[config.mk]
export PLATFORM = sky130hd
export DESIGN_NAME = memory_stage
export DESIGN_NICKNAME = d
export VERILOG_FILES = /design/src/rtl/memory_stage_pkg.sv /design/src/rtl/memory_stage_mem_align.sv /design/src/rtl/memory_stage.sv
export SDC_FILE = /design/constraint.sdc
export NUM_CORES = 1
export LEC_CHECK = 0
export CORE_AREA = 2 2 216 218
export CTS_CLUSTER_DIAMETER = 100
export DETAILED_ROUTE_END_ITERATION = 8
export DIE_AREA = 0 0 218 220
export PLACE_DENSITY_LB_ADDON = 0.2
export SETUP_SLACK_MARGIN = 0.05
export SLEW_MARGIN = 30
export SYNTH_ARGS = -nofsm -noshare
export SYNTH_HDL_FRONTEND = slang
export SYNTH_SLANG_ARGS = --single-unit
[constraint.sdc]
create_clock -name clk -period 3.5 [get_ports clk]
set_input_delay 0.7 -clock clk [delete_from_list [all_inputs] [get_ports clk]]
set_output_delay 0.7 -clock clk [all_outputs]
set_load 0.005 [all_outputs]
[src/rtl/memory_stage_pkg.sv]
// Shared definitions for the memory pipeline stage: memory operation
// encoding, access-size constants, the writeback-bound record and small
// decode helpers used by both the stage FSM and the alignment logic.
package memory_stage_pkg;

    typedef enum logic [3:0] {
        MEM_NONE = 4'd0,
        MEM_LB   = 4'd1,
        MEM_LH   = 4'd2,
        MEM_LW   = 4'd3,
        MEM_LD   = 4'd4,
        MEM_LBU  = 4'd5,
        MEM_LHU  = 4'd6,
        MEM_LWU  = 4'd7,
        MEM_SB   = 4'd8,
        MEM_SH   = 4'd9,
        MEM_SW   = 4'd10,
        MEM_SD   = 4'd11
    } mem_op_t;

    // log2 of the access size in bytes
    localparam logic [2:0] MSIZE_B = 3'd0;
    localparam logic [2:0] MSIZE_H = 3'd1;
    localparam logic [2:0] MSIZE_W = 3'd2;
    localparam logic [2:0] MSIZE_D = 3'd3;

    typedef struct packed {
        logic        valid;
        logic [63:0] pc;
        logic [4:0]  dst;
        logic        wen;
        logic [63:0] result;
        logic        misalign;
    } memory_data_t;

    // True for every encoding that touches memory; unused encodings behave
    // like MEM_NONE so a corrupted opcode never issues a bus access.
    function automatic logic memop_is_mem(input mem_op_t op);
        case (op)
            MEM_LB, MEM_LH, MEM_LW, MEM_LD,
            MEM_LBU, MEM_LHU, MEM_LWU,
            MEM_SB, MEM_SH, MEM_SW, MEM_SD: memop_is_mem = 1'b1;
            default:                        memop_is_mem = 1'b0;
        endcase
    endfunction

    function automatic logic memop_is_store(input mem_op_t op);
        case (op)
            MEM_SB, MEM_SH, MEM_SW, MEM_SD: memop_is_store = 1'b1;
            default:                        memop_is_store = 1'b0;
        endcase
    endfunction

    function automatic logic [2:0] memop_size(input mem_op_t op);
        case (op)
            MEM_LH, MEM_LHU, MEM_SH: memop_size = MSIZE_H;
            MEM_LW, MEM_LWU, MEM_SW: memop_size = MSIZE_W;
            MEM_LD, MEM_SD:          memop_size = MSIZE_D;
            default:                 memop_size = MSIZE_B;
        endcase
    endfunction

    // Natural alignment check on the low address bits
    function automatic logic memop_misaligned(input mem_op_t op, input logic [2:0] offset);
        case (memop_size(op))
            MSIZE_H: memop_misaligned = offset[0];
            MSIZE_W: memop_misaligned = (offset[1:0] != 2'd0);
            MSIZE_D: memop_misaligned = (offset != 3'd0);
            default: memop_misaligned = 1'b0;
        endcase
    endfunction

endpackage

[src/rtl/memory_stage_mem_align.sv]
// Combinational byte-lane alignment for the memory stage.
// Ports:
//   st_size/st_offset/st_data -> st_strobe/st_wdata : store lane placement
//   ld_op/ld_offset/ld_data   -> ld_value           : load extraction and
//                                                      sign/zero extension
module mem_align
    import memory_stage_pkg::*;
(
    input  logic [2:0]  st_size,
    input  logic [2:0]  st_offset,
    input  logic [63:0] st_data,
    input  logic [3:0]  ld_op,
    input  logic [2:0]  ld_offset,
    input  logic [63:0] ld_data,
    output logic [7:0]  st_strobe,
    output logic [63:0] st_wdata,
    output logic [63:0] ld_value
);

    logic [7:0]  mask_s;
    logic [63:0] raw_s;

    // Store side: byte-enable mask and data shifted onto their lanes
    always_comb begin
        case (st_size)
            MSIZE_B: mask_s = 8'h01;
            MSIZE_H: mask_s = 8'h03;
            MSIZE_W: mask_s = 8'h0F;
            MSIZE_D: mask_s = 8'hFF;
            default: mask_s = 8'h01;
        endcase
        st_strobe = mask_s << st_offset;
        st_wdata  = st_data << {st_offset, 3'b000};
    end

    // Load side: bring the addressed bytes to bit 0, then extend by kind
    always_comb begin
        raw_s = ld_data >> {ld_offset, 3'b000};
        case (mem_op_t'(ld_op))
            MEM_LB:  ld_value = {{56{raw_s[7]}},  raw_s[7:0]};
            MEM_LH:  ld_value = {{48{raw_s[15]}}, raw_s[15:0]};
            MEM_LW:  ld_value = {{32{raw_s[31]}}, raw_s[31:0]};
            MEM_LBU: ld_value = {56'd0, raw_s[7:0]};
            MEM_LHU: ld_value = {48'd0, raw_s[15:0]};
            MEM_LWU: ld_value = {32'd0, raw_s[31:0]};
            default: ld_value = raw_s;
        endcase
    end

endmodule

[src/rtl/memory_stage.sv]
// Memory pipeline stage: issues loads/stores on the CPU data bus, stalls
// execute while a transaction is outstanding and registers the
// writeback-bound result. Non-memory instructions take one register stage.
// Ports:
//   clk, reset (async, active low)
//   in_*         : instruction from execute
//   stall        : hold execute
//   dreq_*       : bus request (registered)
//   dresp_*      : bus handshake / load data
//   out_*        : registered writeback record
module memory_stage
    import memory_stage_pkg::*;
#(
    parameter int XLEN = 64
) (
    input  logic            clk,
    input  logic            reset,
    input  logic            in_valid,
    input  logic [XLEN-1:0] in_pc,
    input  logic [4:0]      in_dst,
    input  logic            in_wen,
    input  logic [3:0]      in_memop,
    input  logic [XLEN-1:0] in_addr,
    input  logic [XLEN-1:0] in_result,
    output logic            stall,
    output logic            dreq_valid,
    output logic [XLEN-1:0] dreq_addr,
    output logic [2:0]      dreq_size,
    output logic [7:0]      dreq_strobe,
    output logic [XLEN-1:0] dreq_data,
    input  logic            dresp_addr_ok,
    input  logic            dresp_data_ok,
    input  logic [XLEN-1:0] dresp_data,
    output logic            out_valid,
    output logic [XLEN-1:0] out_pc,
    output logic [4:0]      out_dst,
    output logic            out_wen,
    output logic [XLEN-1:0] out_result,
    output logic            out_misalign
);

    typedef enum logic [1:0] {
        S_IDLE = 2'd0,
        S_REQ  = 2'd1,
        S_WAIT = 2'd2
    } state_t;

    state_t       state_q, state_d;
    logic         dreq_valid_q, dreq_valid_d;
    logic [63:0]  req_addr_q, req_addr_d;
    logic [2:0]   req_size_q, req_size_d;
    logic [7:0]   req_strobe_q, req_strobe_d;
    logic [63:0]  req_data_q, req_data_d;
    mem_op_t      req_op_q, req_op_d;
    logic [63:0]  req_pc_q, req_pc_d;
    logic [4:0]   req_dst_q, req_dst_d;
    logic         req_wen_q, req_wen_d;
    memory_data_t out_q, out_d;

    mem_op_t      in_op_s;
    logic         in_misalign_s;
    logic         idle_accept_s;
    logic         complete_s;
    logic [7:0]   st_strobe_s;
    logic [63:0]  st_wdata_s;
    logic [63:0]  ld_value_s;

    // Store lanes come from the incoming instruction; load extraction
    // uses the latched request since in_* may already have moved on.
    mem_align u_align (
        .st_size   (memop_size(in_op_s)),
        .st_offset (in_addr[2:0]),
        .st_data   (in_result),
        .ld_op     (req_op_q),
        .ld_offset (req_addr_q[2:0]),
        .ld_data   (dresp_data),
        .st_strobe (st_strobe_s),
        .st_wdata  (st_wdata_s),
        .ld_value  (ld_value_s)
    );

    // Decode of the incoming instruction and the transaction handshake
    always_comb begin
        in_op_s       = mem_op_t'(in_memop);
        in_misalign_s = memop_misaligned(in_op_s, in_addr[2:0]);
        idle_accept_s = (state_q == S_IDLE) && in_valid
                        && memop_is_mem(in_op_s) && !in_misalign_s;
        complete_s    = ((state_q == S_REQ) && dresp_addr_ok && dresp_data_ok)
                        || ((state_q == S_WAIT) && dresp_data_ok);
        stall         = idle_accept_s
                        || (((state_q == S_REQ) || (state_q == S_WAIT)) && !complete_s);
    end

    // Next-state and next-register computation for the bus FSM
    always_comb begin
        state_d      = state_q;
        dreq_valid_d = dreq_valid_q;
        req_addr_d   = req_addr_q;
        req_size_d   = req_size_q;
        req_strobe_d = req_strobe_q;
        req_data_d   = req_data_q;
        req_op_d     = req_op_q;
        req_pc_d     = req_pc_q;
        req_dst_d    = req_dst_q;
        req_wen_d    = req_wen_q;
        out_d        = '0;
        case (state_q)
            S_IDLE: begin
                if (in_valid) begin
                    if (!memop_is_mem(in_op_s)) begin
                        out_d.valid  = 1'b1;
                        out_d.pc     = in_pc;
                        out_d.dst    = in_dst;
                        out_d.wen    = in_wen;
                        out_d.result = in_result;
                    end else if (in_misalign_s) begin
                        out_d.valid    = 1'b1;
                        out_d.pc       = in_pc;
                        out_d.dst      = in_dst;
                        out_d.misalign = 1'b1;
                    end else begin
                        state_d      = S_REQ;
                        dreq_valid_d = 1'b1;
                        req_addr_d   = in_addr;
                        req_size_d   = memop_size(in_op_s);
                        // Loads never write memory regardless of lane math
                        req_strobe_d = memop_is_store(in_op_s) ? st_strobe_s : 8'h00;
                        req_data_d   = memop_is_store(in_op_s) ? st_wdata_s : 64'd0;
                        req_op_d     = in_op_s;
                        req_pc_d     = in_pc;
                        req_dst_d    = in_dst;
                        req_wen_d    = in_wen && !memop_is_store(in_op_s);
                    end
                end else begin
                    out_d = '0;
                end
            end
            S_REQ: begin
                if (dresp_addr_ok) begin
                    dreq_valid_d = 1'b0;
                    state_d      = dresp_data_ok ? S_IDLE : S_WAIT;
                end else begin
                    state_d = S_REQ;
                end
            end
            S_WAIT: begin
                if (dresp_data_ok) begin
                    state_d = S_IDLE;
                end else begin
                    state_d = S_WAIT;
                end
            end
            default: begin
                state_d      = S_IDLE;
                dreq_valid_d = 1'b0;
            end
        endcase
        if (complete_s) begin
            out_d.valid  = 1'b1;
            out_d.pc     = req_pc_q;
            out_d.dst    = req_dst_q;
            out_d.wen    = req_wen_q;
            out_d.result = memop_is_store(req_op_q) ? 64'd0 : ld_value_s;
        end else begin
            out_d.misalign = out_d.misalign;
        end
    end

    // State, request and writeback registers
    always_ff @(posedge clk or negedge reset) begin
        if (!reset) begin
            state_q      <= S_IDLE;
            dreq_valid_q <= 1'b0;
            req_addr_q   <= 64'd0;
            req_size_q   <= 3'd0;
            req_strobe_q <= 8'd0;
            req_data_q   <= 64'd0;
            req_op_q     <= MEM_NONE;
            req_pc_q     <= 64'd0;
            req_dst_q    <= 5'd0;
            req_wen_q    <= 1'b0;
            out_q        <= '0;
        end else begin
            state_q      <= state_d;
            dreq_valid_q <= dreq_valid_d;
            req_addr_q   <= req_addr_d;
            req_size_q   <= req_size_d;
            req_strobe_q <= req_strobe_d;
            req_data_q   <= req_data_d;
            req_op_q     <= req_op_d;
            req_pc_q     <= req_pc_d;
            req_dst_q    <= req_dst_d;
            req_wen_q    <= req_wen_d;
            out_q        <= out_d;
        end
    end

    assign dreq_valid   = dreq_valid_q;
    assign dreq_addr    = req_addr_q;
    assign dreq_size    = req_size_q;
    assign dreq_strobe  = req_strobe_q;
    assign dreq_data    = req_data_q;
    assign out_valid    = out_q.valid;
    assign out_pc       = out_q.pc;
    assign out_dst      = out_q.dst;
    assign out_wen      = out_q.wen;
    assign out_result   = out_q.result;
    assign out_misalign = out_q.misalign;

endmodule

==> flow_summary.ini, run 1 <==
[global_route]
grt_pass1_vias = 14400
track_usage_pct = 26.4
overflow = 0
grt_max_degree = 78
grt_pass1_wl_mm = 94.2
antenna_found_initial = 2

[placed_design]
hpwl_mm = 48.0
placed_area_um2 = 24200
io_buffers = 546
dpl.cell_count = 2631
place_ws_ps = -191
finalWeightedCongestion = 0.926

[routing]
wl_mm = 64.2
drc_errors = 0
drt_iter0_markers = 1268
vias = 14500
dr.pass1.iters = 5
ant_nets = 0
avgViaCountPerCell = 5.35
wire_per_inst_um = 23.7

[power_and_ir_drop]
total_power_uw = 18800
power_density_nw_per_um2 = 737
ir_drop_mv = 0.568
p_leak_uw = 0.0116

[clock_network]
root_buffer = clkbuf_16
clk_latency_ps = 580
postCtsSetupBuffers = 0
cts_tree = built
htree_levels = 2
numCtsBuffers = 40
clk_pin_slew_ps = 60
cts_sinks = 351
cts.path.max_buffers = 3

[sta]
slew_violations = 0
setup_viol = 0
hold_slack_ps = 55.7
rsz0062_at_grt = no
fin_crit_ps = 3350
fmax_mhz = 298
finalCritPeriodShare_pct = 95.8
worst_pin_slew_ps = 908
fin_worst_skew_ps = 24.5
setup_slack_ps = 148
hold_violations = 0
slew_headroom_pct = 39.0

[setup_path]
crit_slowest_cell = clkdlybuf4s50_1
reg2reg_to = out_result[52]$_DFF_PN0_
crit_buf_inv = 3
crit_chain = clkdlybuf4s50_1, buf_4, ha_1, a21oi_2, o211a_1, a211oi_4, or3_4, nand2_1, dlygate4sd2_1
arrival_ps = 2650
critPathTopFamily = buffers and inverters
rrSetupSlack_ps = 890
rr_startpoint = dreq_addr[2]$_DFFE_PN0P_
required_ps = 2800
start_kind = input pin
worstSetupPathType = input pin to primary output
crit_path_max_fanout = 5
r2r_cells = 6
cp_slowest_stage_delay_ps = 450
endpoint_kind = primary output

[synthesis]
async_reset_ff_share_pct = 100
synth_top_area_share_pct = 48.8
synthCells = 1539
synth_seq_cells = 351
ys_top_cells_by_area = dfrtp_1 (49%), mux2_4 (14%), mux2i_1 (7.6%)
yosys_warnings = 0
synth_cell_types = 59
yosysMostFrequentCell = dfrtp_1
synth.avg_cell_area_um2 = 11.7
synth_area_leader_cell = dfrtp_1
yosys_most_used_dff = dfrtp_1
syn-num-nets = 1817
seq_area_frac_synth_pct = 48.8
ys_top_cells_by_count = dfrtp_1 (351), nand2_1 (264), mux2_4 (162)
synth_edf_count = 0
syn_area_um2 = 18000

[floorplanning]
fp.dieH_um = 220
rows = 79
die-area_um2 = 48000
core_um2 = 45900
start_util_pct = 39.2
ios = 548
die_w_um = 218

[outcome]
outcome = complete, no violations

[cells_and_area]
area_delta_synth_final_pct = 41.4
design_area_um2 = 25500
drive_gt1_share_pct = 18.2
nets = 2344
finalNonFillerCells = 2702

[hold_path]
hp-class = input pin to asynchronous set/reset pin

[run]
cap_violations = 0
## how the worst max path moves through the flow
stage / slack [ps] / startpoint / depth (start not counted) / end
after floorplan: 460 / in_memop[0] / 9 / stall
after global placement: -150 / in_memop[0] / 9 / stall
after CTS: 130 / in_memop[1] / 9 / stall
after global routing: 70 / in_memop[1] / 9 / stall
final: 150 / in_memop[1] / 9 / stall
after detailed placement: -190 / in_memop[1] / 9 / stall
## layout make-up
cell class              count  area [µm²]
clock buffers              62        1170
repair buffers            605        6030
well taps                 607         759
fillers                  3920       20400
multi-input cells        1051        8560
inverters                  17        63.8
diodes                      1        2.50
clock inverters             8        76.3
flip-flops and latches    351        8790
## power by group
part	total (µW)	switching, µW	leakage [µW]	internal, µW
Sequential	6420	926	0.00452	5490
Clock	4080	1750	0.000612	2330
Combinational	8260	3570	0.00649	4690
Total	18800	6250	0.0116	12500
## timing repair
| action | 4_1_cts | 5_1_grt |
|---|---|---|
| hold buffers | 0 | 0 |
| gates resized for setup | 3 | 0 |
| hold endpoints to repair | 0 | 0 |
| endpoints found under the setup margin | 1 | 0 |
## logic make-up after synthesis
group / share of synthesized area, %
AOI/OAI and AO/OA: 10.6
DFF: 48.8
buffers and inverters: 3.94
xor gates and xnor gates: 0.0487
adders and majority gates: 0.487
and+or+nand+nor: 8.68
other: 0.0208
muxes: 27.4
## cells in the final DEF, fill, tap and decap left out, types with 3 or more instances in the layout
cell type,n
a211oi_1,9
a21oi_1,19
a221o_1,7
a22o_1,10
a2bb2oi_1,31
buf_12,10
buf_4,49
clkbuf_1,14
clkbuf_16,41
clkbuf_8,7
clkdlybuf4s50_1,541
clkinv_2,4
dfrtp_1,349
ha_1,7
inv_1,15
mux2_2,50
mux2_4,162
mux2i_1,137
mux4_2,25
nand2_1,264
nand2b_1,5
nor2_1,63
nor2b_1,21
nor3_1,6
o211a_1,3
o211ai_1,9
o21ai_0,140
o22ai_1,10
o311ai_0,7
o31a_1,7
o31ai_1,11
o31ai_2,6
## flip-flops by register name, indices dropped and copies added, names as in the netlist, 2 cells and up
name,cells
dreq_data,64
req_dst_q,5
out_dst,5
req_pc_q,64
out_result,64
out_pc,64
dreq_size,2
dreq_addr,64
dreq_strobe,8
req_op_q,4
state_q,2
## per-layer routing
| metal | wire (µm) | global-route usage, % |
|---|---|---|
| met1 | 26100 | 33.6 |
| met2 | 30600 | 43.4 |
| met3 | 4840 | 5.80 |
| met4 | 2550 | 11.1 |
| met5 | 12 | 0 |
## metrics by stage
| step | utilization, % | TNS [ps] |
|---|---|---|
| 3_3_place_gp | 52.7 | -4040 |
| 5_1_grt | 55.5 | 0 |
| 6_report | 55.5 | 0 |
| 3_5_place_dp | 52.8 | -2590 |
| 2_1_floorplan | - | 0 |
| 4_1_cts | 55.5 | 0 |
Power figures use the tool's default switching activity.
==> run 2: changes to the inputs <==
--- a/config.mk
+++ b/config.mk
@@ -9,6 +9,7 @@
 export CTS_CLUSTER_DIAMETER = 100
 export DETAILED_ROUTE_END_ITERATION = 8
 export DIE_AREA = 0 0 218 220
+export GPL_ROUTABILITY_DRIVEN = 1
 export PLACE_DENSITY_LB_ADDON = 0.2
 export SETUP_SLACK_MARGIN = 0.05
 export SLEW_MARGIN = 30
==> results of run 2 <==
Same layout as run 1: the final DEF is identical, and so are final timing and power.
==> run 3: changes to the inputs <==
--- a/config.mk
+++ b/config.mk
@@ -5,11 +5,14 @@
 export SDC_FILE = /design/constraint.sdc
 export NUM_CORES = 1
 export LEC_CHECK = 0
-export CORE_AREA = 2 2 216 218
+export CELL_PAD_IN_SITES_DETAIL_PLACEMENT = 1
+export CELL_PAD_IN_SITES_GLOBAL_PLACEMENT = 2
+export CORE_AREA = 2 2 248 250
 export CTS_CLUSTER_DIAMETER = 100
 export DETAILED_ROUTE_END_ITERATION = 8
-export DIE_AREA = 0 0 218 220
+export DIE_AREA = 0 0 250 252
 export GPL_ROUTABILITY_DRIVEN = 1
+export GPL_TIMING_DRIVEN = 1
 export PLACE_DENSITY_LB_ADDON = 0.2
 export SETUP_SLACK_MARGIN = 0.05
 export SLEW_MARGIN = 30
==> flow_summary.ini, run 3 (synthesized netlist as in run 1, its figures left out) <==
[outcome]
outcome = complete, no violations

[clock_network]
clk_latency_ps = 580
postCtsSetupBuffers = 0
cts.path.max_buffers = 3
root_buffer = clkbuf_16
htree_levels = 2
clk_pin_slew_ps = 50
cts_sinks = 351
numCtsBuffers = 44
cts_tree = built
cts_hold_buf = 0

[power_and_ir_drop]
ir_drop_mv = 0.434
p_leak_uw = 0.0117
power_density_nw_per_um2 = 750

[cells_and_area]
final_cell_mix = clkdlybuf4s50_1 (541), dfrtp_1 (348), nand2_1 (264)
drive_gt1_share_pct = 18.7
design_area_um2 = 25900
layout.area.seq_um2 = 8790
fillers = 6430
multi_input_area_um2 = 8550
final_common_cell = clkdlybuf4s50_1
nets = 2349
area_delta_synth_final_pct = 43.8

[floorplanning]
rows = 90
die-area_um2 = 63000
fp.dieH_um = 252
die_w_um = 250
core_um2 = 60100
start_util_pct = 29.9
ios = 548

[sta]
worst_pin_slew_ps = 854
setup_viol = 0
slew_headroom_pct = 43.1
rsz0062_at_grt = no
setup_tns_ps = 0
fmax_mhz = 298
fin_crit_ps = 3350
hold_violations = 0
fin_worst_skew_ps = 26.0
slew_violations = 0
finalCritPeriodShare_pct = 95.7

[routing]
dr.pass1.iters = 4
drt_iter0_markers = 658
drc_errors = 0
wl_mm = 73.0
wire_per_inst_um = 25.3
ant_nets = 0
avgViaCountPerCell = 5.00
vias = 14400

[global_route]
grt_pass1_wl_mm = 108
overflow = 0
antenna_found_initial = 5
grt_max_degree = 76
track_usage_pct = 22.8
grt_pass1_vias = 15900

[setup_path]
r2r_cells = 6
endpoint_kind = primary output
reg2reg_to = out_result[25]$_DFF_PN0_
worstSetupPathType = input pin to primary output
crit_path_max_fanout = 3
arrival_ps = 2650
start_kind = input pin
rr_startpoint = dreq_addr[1]$_DFFE_PN0P_
rrSetupSlack_ps = 930
required_ps = 2800

[placed_design]
hpwl_mm = 54.8
placed_area_um2 = 24500
finalWeightedCongestion = 0.828
io_buffers = 546

[run]
cap_violations = 0

[hold_path]
hp-class = input pin to asynchronous set/reset pin
-- run 3: final cells by class --
cell class | instances | area share (%)
clock inverters | 11 | 0.541
multi-input cells | 1051 | 33.0
diodes | 3 | 0.0290
well taps | 782 | 3.78
inverters | 17 | 0.247
flip-flops and latches | 351 | 34.0
clock buffers | 61 | 4.89
repair buffers | 606 | 23.5
-- run 3: stage by stage --
stage | hold WS, ps | std cells | setup slack [ps] | power [µW] | utilization (%)
after floorplan | 404 | 1539 | 463 | 10700 | -
after global placement | 456 | 2807 | -242 | 14900 | 40.7
after detailed placement | 466 | 2807 | -287 | 15000 | 40.7
after CTS | 95.0 | 2879 | 57.9 | 19700 | 43.0
after global routing | 102 | 2882 | 77.6 | 20400 | 43.0
final | 88.2 | 2882 | 150 | 19400 | 43.0
-- run 3: repair_timing --
item | 4_1_cts | 5_1_grt
endpoints found under the setup margin | 1 | 1
pin swaps | 3 | 3
gates resized for setup | 6 | 1
cloned | 0 | 0
-- run 3: power by group --
group / total (µW) / leakage (µW) / internal (µW) / switching [µW]
sequential: 6470 / 0.00452 / 5500 / 971
combinational: 8450 / 0.00652 / 4730 / 3720
clock: 4500 / 0.000688 / 2660 / 1840
-- run 3: worst max-delay path by stage --
stage	from	endpoint	cells after the start
floorplan	in_memop[0]	stall	9
global placement	in_memop[0]	dreq_addr[6]$_DFFE_PN0P_	11
detailed placement	in_memop[0]	stall	9
CTS	in_memop[0]	stall	9
global route	in_memop[1]	stall	9
finish	in_memop[1]	stall	9
-- run 3: worst max-delay path, stage by stage --
cell	delay, ps
clkdlybuf4s50_1	460
buf_4	170
ha_1	190
a21oi_2	160
o22a_2	210
a211oi_4	70
or3_4	410
nand2_1	70
clkdlybuf4s15_2	220
-- run 3: routing by layer --
metal,global-route usage [%],vias to the layer above,part of all wire [%]
met1,29.8,7409,44
li1,-,6505,-
met5,0,-,0.032
met4,5.83,4,2.3
met3,4.94,84,5.2
met2,38.4,406,49
